`config.mk`:
```
export PLATFORM = sky130hd
export DESIGN_NAME = hazard_scoreboard
export DESIGN_NICKNAME = d
export VERILOG_FILES = /design/src/rtl/hazard_scoreboard.sv
export SDC_FILE = /design/constraint.sdc
export NUM_CORES = 1
export LEC_CHECK = 0
export BUFFER_PORTS_ARGS = -buffer_cell sky130_fd_sc_hd__buf_4
export CORE_AREA = 2 2 210 212
export CTS_CLUSTER_DIAMETER = 100
export DETAILED_ROUTE_END_ITERATION = 7
export DIE_AREA = 0 0 212 214
export PLACE_DENSITY_LB_ADDON = 0.1
export SLEW_MARGIN = 20
export SYNTH_ARGS = -nofsm -noshare
export SYNTH_HDL_FRONTEND = slang
export SYNTH_SLANG_ARGS = --single-unit
```
`constraint.sdc`:
```
create_clock -name clk -period 7.7 [get_ports clk]
set_clock_uncertainty 0.05 [all_clocks]
set_input_delay 1.54 -clock clk [delete_from_list [all_inputs] [get_ports clk]]
set_output_delay 1.54 -clock clk [all_outputs]
set_load 0.01 [all_outputs]
```
`src/rtl/hazard_scoreboard.sv`:
```
// Decode/execute hazard unit: operand forwarding, load-use and multi-cycle scoreboard stalls, branch flush.
// Define HAZARD_PERF_EN to add saturating stall-cycle and flush performance counters.
module hazard_scoreboard #(
   parameter int NREG   = 32,
   parameter int AW     = 5,
   parameter int XLEN   = 64,
   parameter int NFWD   = 3,
   parameter int MAXLAT = 8,
   parameter int CNTW   = $clog2(MAXLAT+1)
) (
   input  logic                 clk,
   input  logic                 reset,
   input  logic                 issue_valid,
   input  logic [AW-1:0]        issue_rs1,
   input  logic [AW-1:0]        issue_rs2,
   input  logic [AW-1:0]        issue_dst,
   input  logic                 issue_regwrite,
   input  logic                 issue_memread,
   input  logic [CNTW-1:0]      issue_lat,
   input  logic [XLEN-1:0]      rs1_rdata,
   input  logic [XLEN-1:0]      rs2_rdata,
   input  logic [NFWD-1:0]      fwd_valid,
   input  logic [NFWD*AW-1:0]   fwd_dst,
   input  logic [NFWD*XLEN-1:0] fwd_data,
   input  logic                 branch_taken,
   input  logic                 complete_valid,
   input  logic [AW-1:0]        complete_dst,
   output logic                 stall,
   output logic                 flush_if,
   output logic                 flush_id,
   output logic [XLEN-1:0]      srca,
   output logic [XLEN-1:0]      srcb,
   output logic                 srca_fwd,
   output logic                 srcb_fwd,
`ifdef HAZARD_PERF_EN
   output logic [31:0]          perf_stall_cycles,
   output logic [31:0]          perf_flushes,
`endif
   output logic [NREG-1:0]      busy
);

   localparam logic [CNTW-1:0] CNT_ZERO = CNTW'(0);
   localparam logic [CNTW-1:0] CNT_ONE  = CNTW'(1);
   localparam logic [CNTW-1:0] CNT_MAX  = CNTW'(MAXLAT);
   localparam logic [AW-1:0]   REG_ZERO = AW'(0);
   localparam logic [NREG-1:0] BIT_ONE  = NREG'(1);

   logic [NREG-1:0] busy_q;
   logic [NREG-1:0] pend;
   logic [NREG-1:0] set_mask;
   logic [NREG-1:0] clr_mask;
   logic [NREG-1:0] busy_nxt;
   logic [CNTW-1:0] lat_cnt;
   logic [CNTW-1:0] eff_lat;
   logic [AW-1:0]   ld_dst;
   logic            ld_v;
   logic            multi;
   logic            ld_hit;
   logic            sb_hit;
   logic            st_hit;
   logic            hazard;
   logic            accept;

   // Operand resolution: scan from oldest to youngest so the lowest matching source wins.
   always_comb begin
      srca     = rs1_rdata;
      srcb     = rs2_rdata;
      srca_fwd = 1'b0;
      srcb_fwd = 1'b0;
      for (int i = NFWD - 1; i >= 0; i--) begin
         if (fwd_valid[i] && (fwd_dst[i*AW +: AW] == issue_rs1) && (issue_rs1 != REG_ZERO)) begin
            srca     = fwd_data[i*XLEN +: XLEN];
            srca_fwd = 1'b1;
         end else begin
            srca     = srca;
            srca_fwd = srca_fwd;
         end
         if (fwd_valid[i] && (fwd_dst[i*AW +: AW] == issue_rs2) && (issue_rs2 != REG_ZERO)) begin
            srcb     = fwd_data[i*XLEN +: XLEN];
            srcb_fwd = 1'b1;
         end else begin
            srcb     = srcb;
            srcb_fwd = srcb_fwd;
         end
      end
   end

   assign eff_lat = (issue_lat > CNT_MAX) ? CNT_MAX : issue_lat;
   assign multi   = (eff_lat > CNT_ONE);

   // A register completing this cycle no longer blocks its consumers.
   assign clr_mask = complete_valid ? (BIT_ONE << complete_dst) : NREG'(0);
   assign pend     = busy_q & ~clr_mask;

   assign ld_hit = ld_v && ((issue_rs1 == ld_dst) || (issue_rs2 == ld_dst));
   assign sb_hit = ((issue_rs1 != REG_ZERO) && pend[issue_rs1]) ||
                   ((issue_rs2 != REG_ZERO) && pend[issue_rs2]) ||
                   ((issue_dst != REG_ZERO) && pend[issue_dst]);
   assign st_hit = multi && (lat_cnt != CNT_ZERO);
   assign hazard = issue_valid && (ld_hit || sb_hit || st_hit);

   assign stall    = hazard && !branch_taken;
   assign flush_if = branch_taken;
   assign flush_id = branch_taken;
   assign accept   = issue_valid && !hazard && !branch_taken;

   assign set_mask = (accept && multi && issue_regwrite && (issue_dst != REG_ZERO)) ?
                     (BIT_ONE << issue_dst) : NREG'(0);
   assign busy_nxt = ((busy_q & ~clr_mask) | set_mask) & ~BIT_ONE;
   assign busy     = busy_q;

   // Scoreboard, structural latency counter and load-use tracker.
   always_ff @(posedge clk or posedge reset) begin
      if (reset) begin
         busy_q  <= NREG'(0);
         lat_cnt <= CNT_ZERO;
         ld_v    <= 1'b0;
         ld_dst  <= REG_ZERO;
      end else begin
         busy_q <= busy_nxt;
         if (accept && multi) begin
            lat_cnt <= eff_lat - CNT_ONE;
         end else if (lat_cnt != CNT_ZERO) begin
            lat_cnt <= lat_cnt - CNT_ONE;
         end else begin
            lat_cnt <= lat_cnt;
         end
         if (branch_taken) begin
            ld_v <= 1'b0;
         end else if (accept) begin
            ld_v   <= issue_memread && issue_regwrite && (issue_dst != REG_ZERO);
            ld_dst <= issue_dst;
         end else if (issue_valid && ld_hit) begin
            ld_v <= 1'b0;
         end else begin
            ld_v <= ld_v;
         end
      end
   end

`ifdef HAZARD_PERF_EN
   // Saturating performance counters.
   always_ff @(posedge clk or posedge reset) begin
      if (reset) begin
         perf_stall_cycles <= 32'd0;
         perf_flushes      <= 32'd0;
      end else begin
         if (stall && (perf_stall_cycles != 32'hFFFF_FFFF)) begin
            perf_stall_cycles <= perf_stall_cycles + 32'd1;
         end else begin
            perf_stall_cycles <= perf_stall_cycles;
         end
         if (branch_taken && (perf_flushes != 32'hFFFF_FFFF)) begin
            perf_flushes <= perf_flushes + 32'd1;
         end else begin
            perf_flushes <= perf_flushes;
         end
      end
   end
`endif

endmodule

```
# Yosys cells after proc, flatten, opt, wreduce, memory -nomap -nowiden

Index checks and enable logic that the tools add are counted.

Register bits: 41
Bits of input ports: 369
Output and inout bits: 165
Word-level logic and storage cells: 92

Magnitude comparators: 5
Equality and inequality tests: 8
Reductions and logical operators: 41
Shifts and indexed selects: 2
Multiplexer cells: 26
$add $sub $neg: 2
Bitwise logic cells: 4

Operators with widths:

| cell                   | count |
|---|---|
| $mux W64               | 6 |
| $mux W32               | 2 |
| $shl A1 B5 Y32 const A | 2 |
| $eq A5 B5 Y1           | 8 |
| $and A32 B32 Y32       | 1 |
| $not A32 Y32           | 1 |
| $or A32 B32 Y32        | 1 |
| $logic_and A1 B1 Y1    | 27 |
| $lt A5 B6 Y1 const B   | 3 |
| $bmux W1 S5            | 3 |
| $reduce_bool A5 Y1     | 3 |
| $mux W1                | 12 |
| $mux W4                | 3 |
| $sub A4 B1 Y4 const B  | 2 |
| $logic_or A1 B1 Y1     | 5 |
| $gt A4 B1 Y1 const B   | 1 |
| $gt A4 B4 Y1 const B   | 1 |
| $reduce_bool A4 Y1     | 1 |
| $reduce_bool A3 Y1     | 1 |
| $logic_not A1 Y1       | 2 |
| $reduce_and A2 Y1      | 1 |
| $reduce_bool A2 Y1     | 1 |
| $not A1 Y1             | 1 |

# Depth between registers and ports, before layout

Depth in word-level cells: 20
Depth in mapped cells: 12
Mapped depth without buffers: 9

# Worst setup path before layout

OpenSTA, ideal clock, no wires.

Path type: input-to-output
Start point: input issue_rs2[0]
End point: output srcb[54]
Required time: 6.110 ns
Stages: 10
Path buffers: 4
Arrival: 3.868 ns
Path slack: 2.242 ns
Cells stage by stage: clkbuf_1 > clkbuf_1 > xor2_1 > nor4_1 > buf_2 > buf_1 > mux2i_1 > nand2_1 > o21ai_0 > o21ai_0

Longest elaborated chain between the ends: 6
Elaborated cells between the ends (all ways): 13
Those cells by class: 3 x eq/ne; 3 x mux; 7 x reduce/logical

Ends and longest elaborated chain:

| what                             | line | RTL |
|---|---|---|
| from (decl)                      | 15   | `input logic [AW-1:0] issue_rs2,` |
| $eq A5 B5 Y1                     | 78   | `if (fwd_valid[i] && (fwd_dst[i*AW +: AW] == issue_rs2) && (issue_rs2 != REG_ZERO)) begin` |
| $logic_and A1 B1 Y1 (2 in a row) | 78   |  |
| $mux W64 (2 in a row)            | 78   |  |
| $mux W64 (*)                     | 78   |  |
| to (decl)                        | 32   | `output logic [XLEN-1:0] srcb,` |

Every way passes the cells marked *; elsewhere a longest branch is shown, timed or not.

# Final worst setup path

Start point: input issue_rs2[0]
End point: output srcb[41]

The elaborated chain is that of the path after synthesis.

==> run summary <==
The flow ran to the end, and the final reports show no timing, DRC or antenna violations. The tools report the category of the worst setup path launch point as an input port. The worst register-to-register path begins at busy[24]$_DFF_PP0_.

Sequential cells were found to cover 13.51% of the synthesized design area. The maximum number of pins on one net before global-route repair came out at 130. The signal on the critical path passes through buf_4 -> inv_1 -> and3_1 -> nor4_2 -> buf_12 -> mux2i_1 -> nand2_1 -> o21ai_0 -> o21ai_0 -> buf_4.

Setup repair after global routing left no endpoint under its margin. The run gives 0 ps as the summed negative setup slack over all endpoints. For this run, the leading register cell type out of synthesis is dfrtp_1.

The ratio of cells with drive above 1 in the final layout was 35.91%; the number of storage elements in the synthesis netlist was 41. The logs give 1606 ps for the worst slack at placement and 2 for the deepest clock path buffer count. Counting the fill cells in the layout gives 4796.

The path type of the worst min-delay path was reg2reg. The slack of the worst reg-to-reg path was 4060 ps; the number of placement rows was 76. The final setup violation count is 0.

Using the TritonRoute via totals, the vias-per-cell ratio works out to 4.870. STA classifies the critical path endpoint as an output pin. For the leakage dissipation, the log shows 5.216 nW. The category of the most critical setup path is in2out.

TritonCTS created 5 clock buffers. 534 I/O pins were placed. In the synthesized netlist the async set-or-reset flop fraction comes to 100.0%. Across all setup checks in the final design, the least slack found is 1500 ps. The hold-critical path depth was 2. The root buffer selected by CTS was clkbuf_16. The tools report the total of hold buffers inserted after clock tree synthesis as 0. TritonCTS built the clock tree. The count of different cell masters after synthesis was 66. The endpoint identified for the worst register-to-register timing path is busy[25]$_DFF_PP0_. Global routing consumed, over all layers together, 23.73% of the routing resources. The tools report the post-synth net total as 1534. The combinational power share was 56.4%; the warning count from the yosys run was 0.

The insertion delay to the later sink of the worst-skew pair was 300 ps; the final routed wire length divided by cell count was 25.88 um. Averaged over all synthesized cells, the footprint is 6.535 um^2. The area growth from synthesis to final layout was 60.95%. The share of total power dissipated in sequential elements is 22.9%. The transition time of the tightest slew-check pin was 1061 ps.

The startpoint identified for the worst hold timing path is ld_dst[2]$_DFFE_PP0P_. Die extent in y: 214 um. The number of I/O port buffers was 532. The logs give 0 for the remaining antenna violation count after routing and 0.07997 mV for the largest voltage drop on the vdd net. Data on the critical path is required at its endpoint by 6110 ps. The initial utilization of the core area, before any placement, comes to 17.71%. The tool flagged a number of max-cap violations equal to 0. The share of the core filled with cells was 28.50%; the final worst-path cycle share was 80.51%. The die is 212 um wide. The clock net sink count is 41.

The logs give 10156 for the number of global-route vias before repair and 0.4855 mW for the net switching power. Summed over all layers, the routed wires come to 56730 um. On the final layout, the worst hold slack is 494.2 ps.

The master of the slowest instance on the critical path was o21ai_0. In this run the power density over the cells is 99.31 nW/um^2. 0 antenna diodes ended up in the layout.

The tools report the number of antenna violations at the first check in global routing as 8. At the worst endpoint, the arrival time is 4610 ps. The final count of hold timing violations is 0, and the count of cells along the worst register-to-register path is 8. For hold timing, the worst endpoint is ld_dst[2]$_DFFE_PP0P_. The global placement routability congestion is 0.9437. The area taken by multi-input logic gates is 6110 um^2, and the total global routing overflow is 0. For the post-CTS setup repair buffer count, the log shows 0. The remaining design rule violation count was 0.

The first-pass GRT wire length is 77910 um. Derived from the worst setup path, the maximum achievable clock frequency is 161.3 MHz. Clock-pin slew was measured on the worst setup and hold paths at 60 ps. The proportion of power drawn by the clock network is 20.7%. The number of instances in the synthesized netlist was 1162; the HPWL after detailed placement was 46170 um.

At the end of the flow, the number of nets in the layout was 1978. The die covers 45370 um^2. Internal power comes to 0.7282 mW.

After floorplanning, the core was sized to cover 42890 um^2. On the worst path, the slowest cell contributes a delay of 850 ps. Counting flops with a built-in enable in the synthesized netlist gives 0. The logs give 0 for the max-slew violation count and 7594 um^2 for the synthesized cell area.

The H-tree was split into 2 levels. Summing over every cut layer, the via total after detailed routing is 10675. For this block, the initial DRC count from the detailed router was 757. The count of cells resized by post-cts repair came out at 0. The shortest clock period the worst path allows after layout was 6200 ps; the largest fanout on the critical path was 53.

Net switching is 40.00% of the power. Across the whole layout, storage elements account for 1026 um^2. In this run the tightest slew margin relative to its limit is 28.55%. The detailed-routing iteration count for the pre-antenna-repair pass is 6.
## critical path: cells and delay by family
kind	cells	cell delay [ps]
buf+inv	4	1080
compound gates	2	940
mux	1	140
simple gates	3	780
## flip-flops by register name, summed over array words and instances (netlist names)
name     flops
ld_dst       5
lat_cnt      4
busy        31
ld_v         1
## synthesized netlist by cell type (10+ instances only)
master,number,area [um^2]
nand2_1,290,1089
nand4_1,12,75.07
xor2_1,19,166.4
nor2_1,21,78.83
o211ai_1,15,112.6
clkbuf_1,76,285.3
nor2b_1,14,87.58
o21ai_1,28,140.1
mux2i_1,137,1371
nand2b_1,10,62.56
xnor2_1,28,245.2
o2111ai_1,10,87.58
inv_1,14,52.55
o21ai_0,291,1456
dfrtp_1,41,1026
buf_2,20,100.1
## how the worst max path moves through the flow
stage / start / end / slack [ps] / depth (start not counted)
final: issue_rs2[0] / srcb[41] / 1500 / 10
after global routing: issue_rs1[4] / srca_fwd / 1350 / 8
after CTS: issue_rs2[0] / srcb[41] / 1600 / 10
after detailed placement: issue_rs2[0] / srcb[41] / 1610 / 10
after global placement: issue_rs1[4] / srca_fwd / 1640 / 8
after floorplan: issue_rs2[0] / srcb[54] / 2240 / 10
## per-layer routing
layer  track usage [%]  wire (um)
met2             38.72      25970
met4             4.014       1118
met3             6.656       5725
met1             31.38      23840
met5                 0         69
## stage by stage
step                      power (mW)  std cells  area [um^2]
after floorplan               0.5679       1162         7594
after global routing           1.291       2192        12220
final                          1.214       2192        12220
after detailed placement      0.9687       2184        12050
after global placement        0.9671       2184        12050
after CTS                      1.224       2192        12220
## layout make-up
type | instances | area share, %
sequential | 41 | 8.395
clock inverter | 2 | 0.3174
tap | 585 | 5.989
multi-input combinational | 1000 | 49.99
timing repair buffer | 544 | 33.82
clock buffer | 6 | 1.054
inverter | 14 | 0.4300
## power groups by stage
stage               Combinational (mW)  Sequential [mW]  Clock (mW)
floorplan                        0.294            0.274           0
global placement                 0.684            0.283           0
detailed placement               0.687            0.281           0
CTS                              0.689            0.278       0.256
global route                     0.742            0.283       0.266
finish                           0.685            0.277       0.251
## layout by cell type, fill, tap and decap left out, types with 4 or more instances in the layout
master / n
buf_4: 540
o21ai_0: 291
nand2_1: 290
mux2i_1: 137
dfrtp_1: 41
o21ai_1: 28
xnor2_1: 28
nor2_1: 21
xor2_1: 19
o211ai_1: 15
inv_1: 14
nor2b_1: 14
nand4_1: 12
nand2b_1: 10
o2111ai_1: 10
nand3_1: 9
mux4_2: 8
a21oi_1: 8
mux2_2: 6
nor3_1: 6
o311a_1: 6
o41ai_1: 5
clkbuf_16: 5
nand4b_1: 4
nor3b_1: 4
o31ai_1: 4
nor4_2: 4
buf_12: 4
## cell families after synthesis
group / share of synthesized area (%)
multiplexers: 21.47
other: 0.04938
adder cells (fa/ha/maj): 0.4944
AO/OA/AOI/OAI: 29.18
flip-flops: 13.51
buffers and inverters: 6.459
XOR/XNOR: 5.421
AND/OR/NAND/NOR: 23.41
Note: power is estimated with default switching activity, not from simulation.
